<file path="src/rtl/mem_port_arbiter_pkg.sv">
// rtl/mem_port_arbiter_pkg.sv - shared constants and state encoding for the memory port arbiter
package mem_arb_pkg;

  localparam logic [1:0] REQ_IF = 2'd0;
  localparam logic [1:0] REQ_DM = 2'd1;
  localparam logic [1:0] REQ_LD = 2'd2;

  typedef enum logic [1:0] {
    IDLE   = 2'd0,
    ACCESS = 2'd1,
    WAIT   = 2'd2,
    RESP   = 2'd3
  } arb_state_t;

endpackage

</file>
<file path="src/rtl/mem_port_arbiter_if.sv">
// rtl/mem_port_arbiter_if.sv - requester and memory-macro signals of the memory port arbiter
interface mem_port_arbiter_if #(
  parameter int ADDR_W = 32,
  parameter int DATA_W = 32
);
  logic              if_req;
  logic [ADDR_W-1:0] if_addr;
  logic              dm_req;
  logic              dm_we;
  logic [ADDR_W-1:0] dm_addr;
  logic [DATA_W-1:0] dm_wdata;
  logic              ld_req;
  logic              ld_we;
  logic [ADDR_W-1:0] ld_addr;
  logic [DATA_W-1:0] ld_wdata;
  logic [2:0]        gnt;
  logic [2:0]        done;
  logic [DATA_W-1:0] rdata;
  logic              busy;
  logic              mem_en;
  logic              mem_we;
  logic [ADDR_W-1:0] mem_addr;
  logic [DATA_W-1:0] mem_wdata;
  logic [DATA_W-1:0] mem_rdata;

  modport slave (
    input  if_req, if_addr, dm_req, dm_we, dm_addr, dm_wdata,
    input  ld_req, ld_we, ld_addr, ld_wdata, mem_rdata,
    output gnt, done, rdata, busy, mem_en, mem_we, mem_addr, mem_wdata
  );

  modport master (
    output if_req, if_addr, dm_req, dm_we, dm_addr, dm_wdata,
    output ld_req, ld_we, ld_addr, ld_wdata, mem_rdata,
    input  gnt, done, rdata, busy, mem_en, mem_we, mem_addr, mem_wdata
  );
endinterface

</file>
<file path="src/rtl/mem_port_arbiter_pick.sv">
// rtl/mem_port_arbiter_pick.sv - combinational priority picker, loader > data > fetch with fetch anti-starvation
module mem_arb_pick
  import mem_arb_pkg::*;
(
  input  logic [2:0] req_i,
  input  logic       starve_i,
  output logic [2:0] win_o
);

  always_comb begin
    win_o = '0;
    if (req_i[REQ_LD]) begin
      win_o[REQ_LD] = 1'b1;
    end else if (starve_i && req_i[REQ_IF]) begin
      win_o[REQ_IF] = 1'b1;
    end else if (req_i[REQ_DM]) begin
      win_o[REQ_DM] = 1'b1;
    end else if (req_i[REQ_IF]) begin
      win_o[REQ_IF] = 1'b1;
    end
  end

endmodule

</file>
<file path="src/rtl/mem_port_arbiter.sv">
// rtl/mem_port_arbiter.sv - shares one synchronous memory port between fetch, data and loader requesters
module mem_port_arbiter
  import mem_arb_pkg::*;
#(
  parameter int ADDR_W     = 32,
  parameter int DATA_W     = 32,
  parameter int MEM_LAT    = 2,
  parameter int STARVE_MAX = 4
) (
  input logic                clk,
  input logic                rst,
  mem_port_arbiter_if.slave  bus
);

  arb_state_t        state_q, state_d;
  logic [1:0]        owner_q, owner_d;
  logic              we_q, we_d;
  logic [ADDR_W-1:0] addr_q, addr_d;
  logic [DATA_W-1:0] wdata_q, wdata_d;
  logic [3:0]        starve_q, starve_d;
  logic [2:0]        wait_q, wait_d;
  logic [2:0]        win;
  logic              starve;

  assign starve = (starve_q == 4'(STARVE_MAX));

  mem_arb_pick u_pick (
    .req_i    ({bus.ld_req, bus.dm_req, bus.if_req}),
    .starve_i (starve),
    .win_o    (win)
  );

  always_ff @(posedge clk or negedge rst) begin
    if (!rst) begin
      state_q  <= IDLE;
      owner_q  <= '0;
      we_q     <= 1'b0;
      addr_q   <= '0;
      wdata_q  <= '0;
      starve_q <= '0;
      wait_q   <= '0;
    end else begin
      state_q  <= state_d;
      owner_q  <= owner_d;
      we_q     <= we_d;
      addr_q   <= addr_d;
      wdata_q  <= wdata_d;
      starve_q <= starve_d;
      wait_q   <= wait_d;
    end
  end

  always_comb begin
    state_d  = state_q;
    owner_d  = owner_q;
    we_d     = we_q;
    addr_d   = addr_q;
    wdata_d  = wdata_q;
    starve_d = starve_q;
    wait_d   = wait_q;
    case (state_q)
      IDLE: begin
        if (win[REQ_LD]) begin
          state_d = ACCESS;
          owner_d = REQ_LD;
          we_d    = bus.ld_we;
          addr_d  = bus.ld_addr;
          wdata_d = bus.ld_wdata;
        end else if (win[REQ_DM]) begin
          state_d = ACCESS;
          owner_d = REQ_DM;
          we_d    = bus.dm_we;
          addr_d  = bus.dm_addr;
          wdata_d = bus.dm_wdata;
          // Only data grants that make a waiting fetch wait longer count toward starvation
          if (bus.if_req && !starve) starve_d = starve_q + 4'd1;
        end else if (win[REQ_IF]) begin
          state_d  = ACCESS;
          owner_d  = REQ_IF;
          we_d     = 1'b0;
          addr_d   = bus.if_addr;
          wdata_d  = '0;
          starve_d = '0;
        end
      end
      ACCESS: begin
        if (we_q || MEM_LAT <= 1) begin
          state_d = RESP;
        end else begin
          state_d = WAIT;
          wait_d  = 3'd1;
        end
      end
      WAIT: begin
        if (wait_q >= 3'(MEM_LAT - 1)) state_d = RESP;
        else wait_d = wait_q + 3'd1;
      end
      RESP:    state_d = IDLE;
      default: state_d = IDLE;
    endcase
  end

  assign bus.gnt       = (state_q == ACCESS) ? (3'b001 << owner_q) : 3'b000;
  assign bus.done      = (state_q == RESP) ? (3'b001 << owner_q) : 3'b000;
  assign bus.busy      = (state_q != IDLE);
  assign bus.mem_en    = (state_q == ACCESS);
  assign bus.mem_we    = (state_q == ACCESS) && we_q;
  assign bus.mem_addr  = addr_q;
  assign bus.mem_wdata = wdata_q;
  assign bus.rdata     = (state_q == RESP && !we_q) ? bus.mem_rdata : '0;

endmodule
</file>
<file path="src/flat_wrapper.sv">
// flat-port wrapper written by rule: the top's interface ports become plain ports
module mem_port_arbiter_flat import mem_arb_pkg::*;
#(
  parameter int ADDR_W     = 32,
  parameter int DATA_W     = 32,
  parameter int MEM_LAT    = 2,
  parameter int STARVE_MAX = 4
)
  (clk, rst, bus_if_req, bus_if_addr, bus_dm_req, bus_dm_we, bus_dm_addr, bus_dm_wdata, bus_ld_req, bus_ld_we, bus_ld_addr, bus_ld_wdata, bus_mem_rdata, bus_gnt, bus_done, bus_rdata, bus_busy, bus_mem_en, bus_mem_we, bus_mem_addr, bus_mem_wdata);
  mem_port_arbiter_if #(.ADDR_W(ADDR_W), .DATA_W(DATA_W)) bus_i ();
  input logic clk;
  input logic rst;
  input wire logic [$bits(bus_i.if_req)-1:0] bus_if_req;
  input wire logic [$bits(bus_i.if_addr)-1:0] bus_if_addr;
  input wire logic [$bits(bus_i.dm_req)-1:0] bus_dm_req;
  input wire logic [$bits(bus_i.dm_we)-1:0] bus_dm_we;
  input wire logic [$bits(bus_i.dm_addr)-1:0] bus_dm_addr;
  input wire logic [$bits(bus_i.dm_wdata)-1:0] bus_dm_wdata;
  input wire logic [$bits(bus_i.ld_req)-1:0] bus_ld_req;
  input wire logic [$bits(bus_i.ld_we)-1:0] bus_ld_we;
  input wire logic [$bits(bus_i.ld_addr)-1:0] bus_ld_addr;
  input wire logic [$bits(bus_i.ld_wdata)-1:0] bus_ld_wdata;
  input wire logic [$bits(bus_i.mem_rdata)-1:0] bus_mem_rdata;
  output wire logic [$bits(bus_i.gnt)-1:0] bus_gnt;
  output wire logic [$bits(bus_i.done)-1:0] bus_done;
  output wire logic [$bits(bus_i.rdata)-1:0] bus_rdata;
  output wire logic [$bits(bus_i.busy)-1:0] bus_busy;
  output wire logic [$bits(bus_i.mem_en)-1:0] bus_mem_en;
  output wire logic [$bits(bus_i.mem_we)-1:0] bus_mem_we;
  output wire logic [$bits(bus_i.mem_addr)-1:0] bus_mem_addr;
  output wire logic [$bits(bus_i.mem_wdata)-1:0] bus_mem_wdata;
  assign bus_i.if_req = bus_if_req;
  assign bus_i.if_addr = bus_if_addr;
  assign bus_i.dm_req = bus_dm_req;
  assign bus_i.dm_we = bus_dm_we;
  assign bus_i.dm_addr = bus_dm_addr;
  assign bus_i.dm_wdata = bus_dm_wdata;
  assign bus_i.ld_req = bus_ld_req;
  assign bus_i.ld_we = bus_ld_we;
  assign bus_i.ld_addr = bus_ld_addr;
  assign bus_i.ld_wdata = bus_ld_wdata;
  assign bus_i.mem_rdata = bus_mem_rdata;
  assign bus_gnt = bus_i.gnt;
  assign bus_done = bus_i.done;
  assign bus_rdata = bus_i.rdata;
  assign bus_busy = bus_i.busy;
  assign bus_mem_en = bus_i.mem_en;
  assign bus_mem_we = bus_i.mem_we;
  assign bus_mem_addr = bus_i.mem_addr;
  assign bus_mem_wdata = bus_i.mem_wdata;
  mem_port_arbiter #(.ADDR_W(ADDR_W), .DATA_W(DATA_W), .MEM_LAT(MEM_LAT), .STARVE_MAX(STARVE_MAX)) u_core (.clk(clk), .rst(rst), .bus(bus_i));
endmodule
</file>
<file path="config.mk">
export PLATFORM = sky130hd
export DESIGN_NAME = mem_port_arbiter_flat
export DESIGN_NICKNAME = d
export VERILOG_FILES = /design/src/rtl/mem_port_arbiter_pkg.sv /design/src/rtl/mem_port_arbiter_if.sv /design/src/rtl/mem_port_arbiter_pick.sv /design/src/rtl/mem_port_arbiter.sv /design/src/flat_wrapper.sv
export SDC_FILE = /design/constraint.sdc
export NUM_CORES = 1
export LEC_CHECK = 0
export ABC_AREA = 1
export ABC_CLOCK_PERIOD_IN_PS = 2650
export BUFFER_PORTS_ARGS = -buffer_cell sky130_fd_sc_hd__clkbuf_2
export CAP_MARGIN = 20
export CORE_AREA = 2 2 118 120
export DETAILED_ROUTE_END_ITERATION = 7
export DIE_AREA = 0 0 120 122
export PLACE_DENSITY = 0.7
export SLEW_MARGIN = 10
export SYNTH_ARGS = -nofsm -noshare
export SYNTH_HDL_FRONTEND = slang
export SYNTH_SLANG_ARGS = --single-unit
</file>
<file path="constraint.sdc">
create_clock -name clk -period 2.65 [get_ports clk]
set_input_delay 0.53 -clock clk [delete_from_list [all_inputs] [get_ports clk]]
set_output_delay 0.53 -clock clk [all_outputs]
set_load 0.02 [all_outputs]
</file>
==> out/metrics.csv <==
metric;value;unit
clock_sinks;76;
max_slew.worst_pin.slew;0.747;ns
netlist_area;4360;um2
crit_fanout;32;
grt_pass1_wl;21500;um
worstReg2RegStart;u_core.state_q[1];
drt_wl_total;13500;um
postCtsHoldBufs;0;
synth_compound_area_share;6.12;%
layout.filler_cells;1427;
tns;0;ns
syn_area_per_cell;6.99;um2
rsz0062_at_grt;false;
num_vias;4894;
drv_cap;0;
core;13500;um2
layout_common_cells;302 x clkbuf_2, 214 x nand2_1, 102 x nor2_1;
final-setup-viol-count;0;
antenna_cells;0;
slew_violations;0;
cts_tree;yes;
fin_skew;0.0109;ns
crit_type;flop to output port;
grt_use_total;18.0;%
power_switching;2.99;mW
ir_drop;421;uV
cp_slowest_cell;or2_2;
path_clk_slew;0.07;ns
die_height;122;um
cts_repair_resize_count;0;
dpl.cell_count;1077;
final_cells;1093;
synthesis.nets;831;
hold_viol;0;
internal_power;3.43;mW
die_x;120;um
fin_crit_sh;89.6;%
min_path_type;input port to asynchronous set/reset pin;
grt-ovfl-total;0;
root_buffer;clkbuf_16;
powerDensity;1020;nW/um2
synth_simple_gate_area_share;38.7;%
p_sw_share;46.6;%
crit_required;2.12;ns
clkLatencyLatePin;0.34;ns
synth_xor_area_share;0.201;%
max_freq;421;MHz
drc;0;
seqPwrFrac;31.3;%
cp-startpoint;u_core.state_q[1];
worstPathCellList;ha_1 -> inv_1 -> or2_2 -> nor2_1 -> clkbuf_2;
layout.nets;1116;
num_rows;43;
startpoint_type;flop;
gp_congestion;0.791;
synth_cell_types;26;
synthMuxAreaShare;0;%
pin_count;304;
cts_buffers;9;
syn_inst;623;
crit_path_max_incr_delay;0.50;ns
critPathCaptureType;output port;
area_growth;44.2;%
dr.first_iter.drc_count;235;
post_cts_buffers;0;
cts_buffer_depth;2;
fin_crit;2.37;ns
synth_top_family_by_area;simple AND/OR/NAND/NOR gates;
dr.pass1.iters;4;
synth-warning-count;0;
viasPerCell;4.48;
final_common_cell;clkbuf_2;
clkPwrFrac;18.2;%
portBuffers;303;
die-area;14600;um2
post-dp-hpwl;10300;um
crit_arrival;1.84;ns
grt_pass1_vias;4552;
status;finished, final reports clean;
final_layout_size_suffix_gt1_share;36.9;%
postRouteAntennaNets;0;
seq_area_frac_synth;43.7;%
routedWlPerCell;12.3;um
antenna_found_initial;0;
ys_ff_latch;76;
pwr-share-comb;50.5;%
power;6.42;mW
p_leak;3.80;nW
slew-limit-headroom;50.1;%
grt_max_degree;76;
h-tree-depth;3;
synth_fa_ha_area_share;2.58;%
start_util;32.3;%
-- routing by layer --
metal / wire length, um / up-vias / track usage [%]
met1: 5850 / 2168 / 22.2
met4: 96 / 0 / 3.97
met3: 1160 / 7 / 5.52
met2: 6370 / 192 / 31.0
met5: 0 / - / 0
li1: - / 2527 / -
-- cells in the mapped netlist --
master / number / area, um2
a21oi_1: 2 / 10.0
dfrtp_1: 76 / 1900
clkbuf_1: 7 / 26.3
nand3b_1: 1 / 7.51
inv_2: 3 / 11.3
or2_2: 1 / 6.26
o22ai_1: 1 / 6.26
nor2_1: 102 / 383
nor3_2: 1 / 10.0
o21bai_1: 1 / 7.51
nand3_2: 1 / 10.0
buf_1: 3 / 11.3
nand2_1: 214 / 803
ha_1: 9 / 113
nand2_2: 1 / 6.26
a22oi_1: 26 / 195
o21ai_0: 8 / 40.0
inv_1: 51 / 191
a21boi_0: 1 / 7.51
buf_4: 4 / 30.0
nor2_4: 2 / 22.5
xor2_1: 1 / 8.76
nand3_1: 76 / 380
nor3_1: 7 / 35.0
buf_2: 22 / 110
nand2_4: 2 / 22.5
-- critical path, delay by kind of cell (launching register included) --
family | cells | cell delay [ns]
simple gates | 2 | 0.70
flops | 1 | 0.39
fa+ha+maj | 1 | 0.16
buf+inv | 2 | 0.25
-- flip-flops by register name, indices dropped and copies added (netlist names) --
name	flops
u_core.bus.mem_addr	32
u_core.bus.mem_wdata	32
u_core.starve_q	4
u_core.wait_q	3
u_core.owner_q	2
u_core.state_q	2
u_core.we_q	1
-- final timing paths --
check                                                end  slack (ns)  cells past startpoint
worst max-delay path                       bus_rdata[12]        0.28                      5
worst min-delay path             u_core.bus.mem_addr[16]        0.16                      1
worst max register to register               u_core.we_q        0.67                      6
worst min register to register    u_core.bus.mem_addr[3]        0.48                      2
max in group asynchronous       u_core.bus.mem_wdata[22]        1.89                      2
min in group clk                 u_core.bus.mem_wdata[0]        0.39                      3
-- cell families (layout without fill, tap and decap cells) --
kind of cell	Yosys count	in the layout
AND/OR/NAND/NOR	408	408
buffers and inverters	90	380
flip-flops	76	76
AO/OA/AOI/OAI	39	39
adder cells (fa/ha/maj)	9	9
XOR/XNOR	1	1
-- power groups by stage --
stage / clock network [mW] / registers (mW) / logic, mW
2_1_floorplan: 0 / 2.55 / 1.60
3_3_place_gp: 0 / 2.01 / 3.25
3_5_place_dp: 0 / 2.02 / 3.30
4_1_cts: 1.21 / 2.01 / 3.29
5_1_grt: 1.24 / 2.07 / 3.61
6_report: 1.17 / 2.01 / 3.24
-- per-stage QoR --
| step | util (%) | worst slack [ns] | area [um2] | hold WS [ns] |
|---|---|---|---|---|
| final | 46.5 | 0.277 | 6280 | 0.160 |
| after global routing | 46.5 | 0.125 | 6280 | 0.200 |
| after CTS | 46.5 | 0.258 | 6280 | 0.176 |
| after detailed placement | 44.4 | 0.590 | 6000 | 0.467 |
| after global placement | 44.4 | 0.629 | 6000 | 0.461 |
| after floorplan | - | 0.672 | 4360 | 0.234 |
-- cell type report --
cell class                 count  area [um2]  area share [%]
inverter                      54         203            3.23
sequential                    76        1900            30.3
multi-input combinational    457        2070            33.0
tap                          180         225            3.58
clock inverter                 7        57.6           0.916
timing repair buffer         310        1600            25.4
clock buffer                   9         225            3.58
Note: power is estimated with default switching activity, not from simulation.
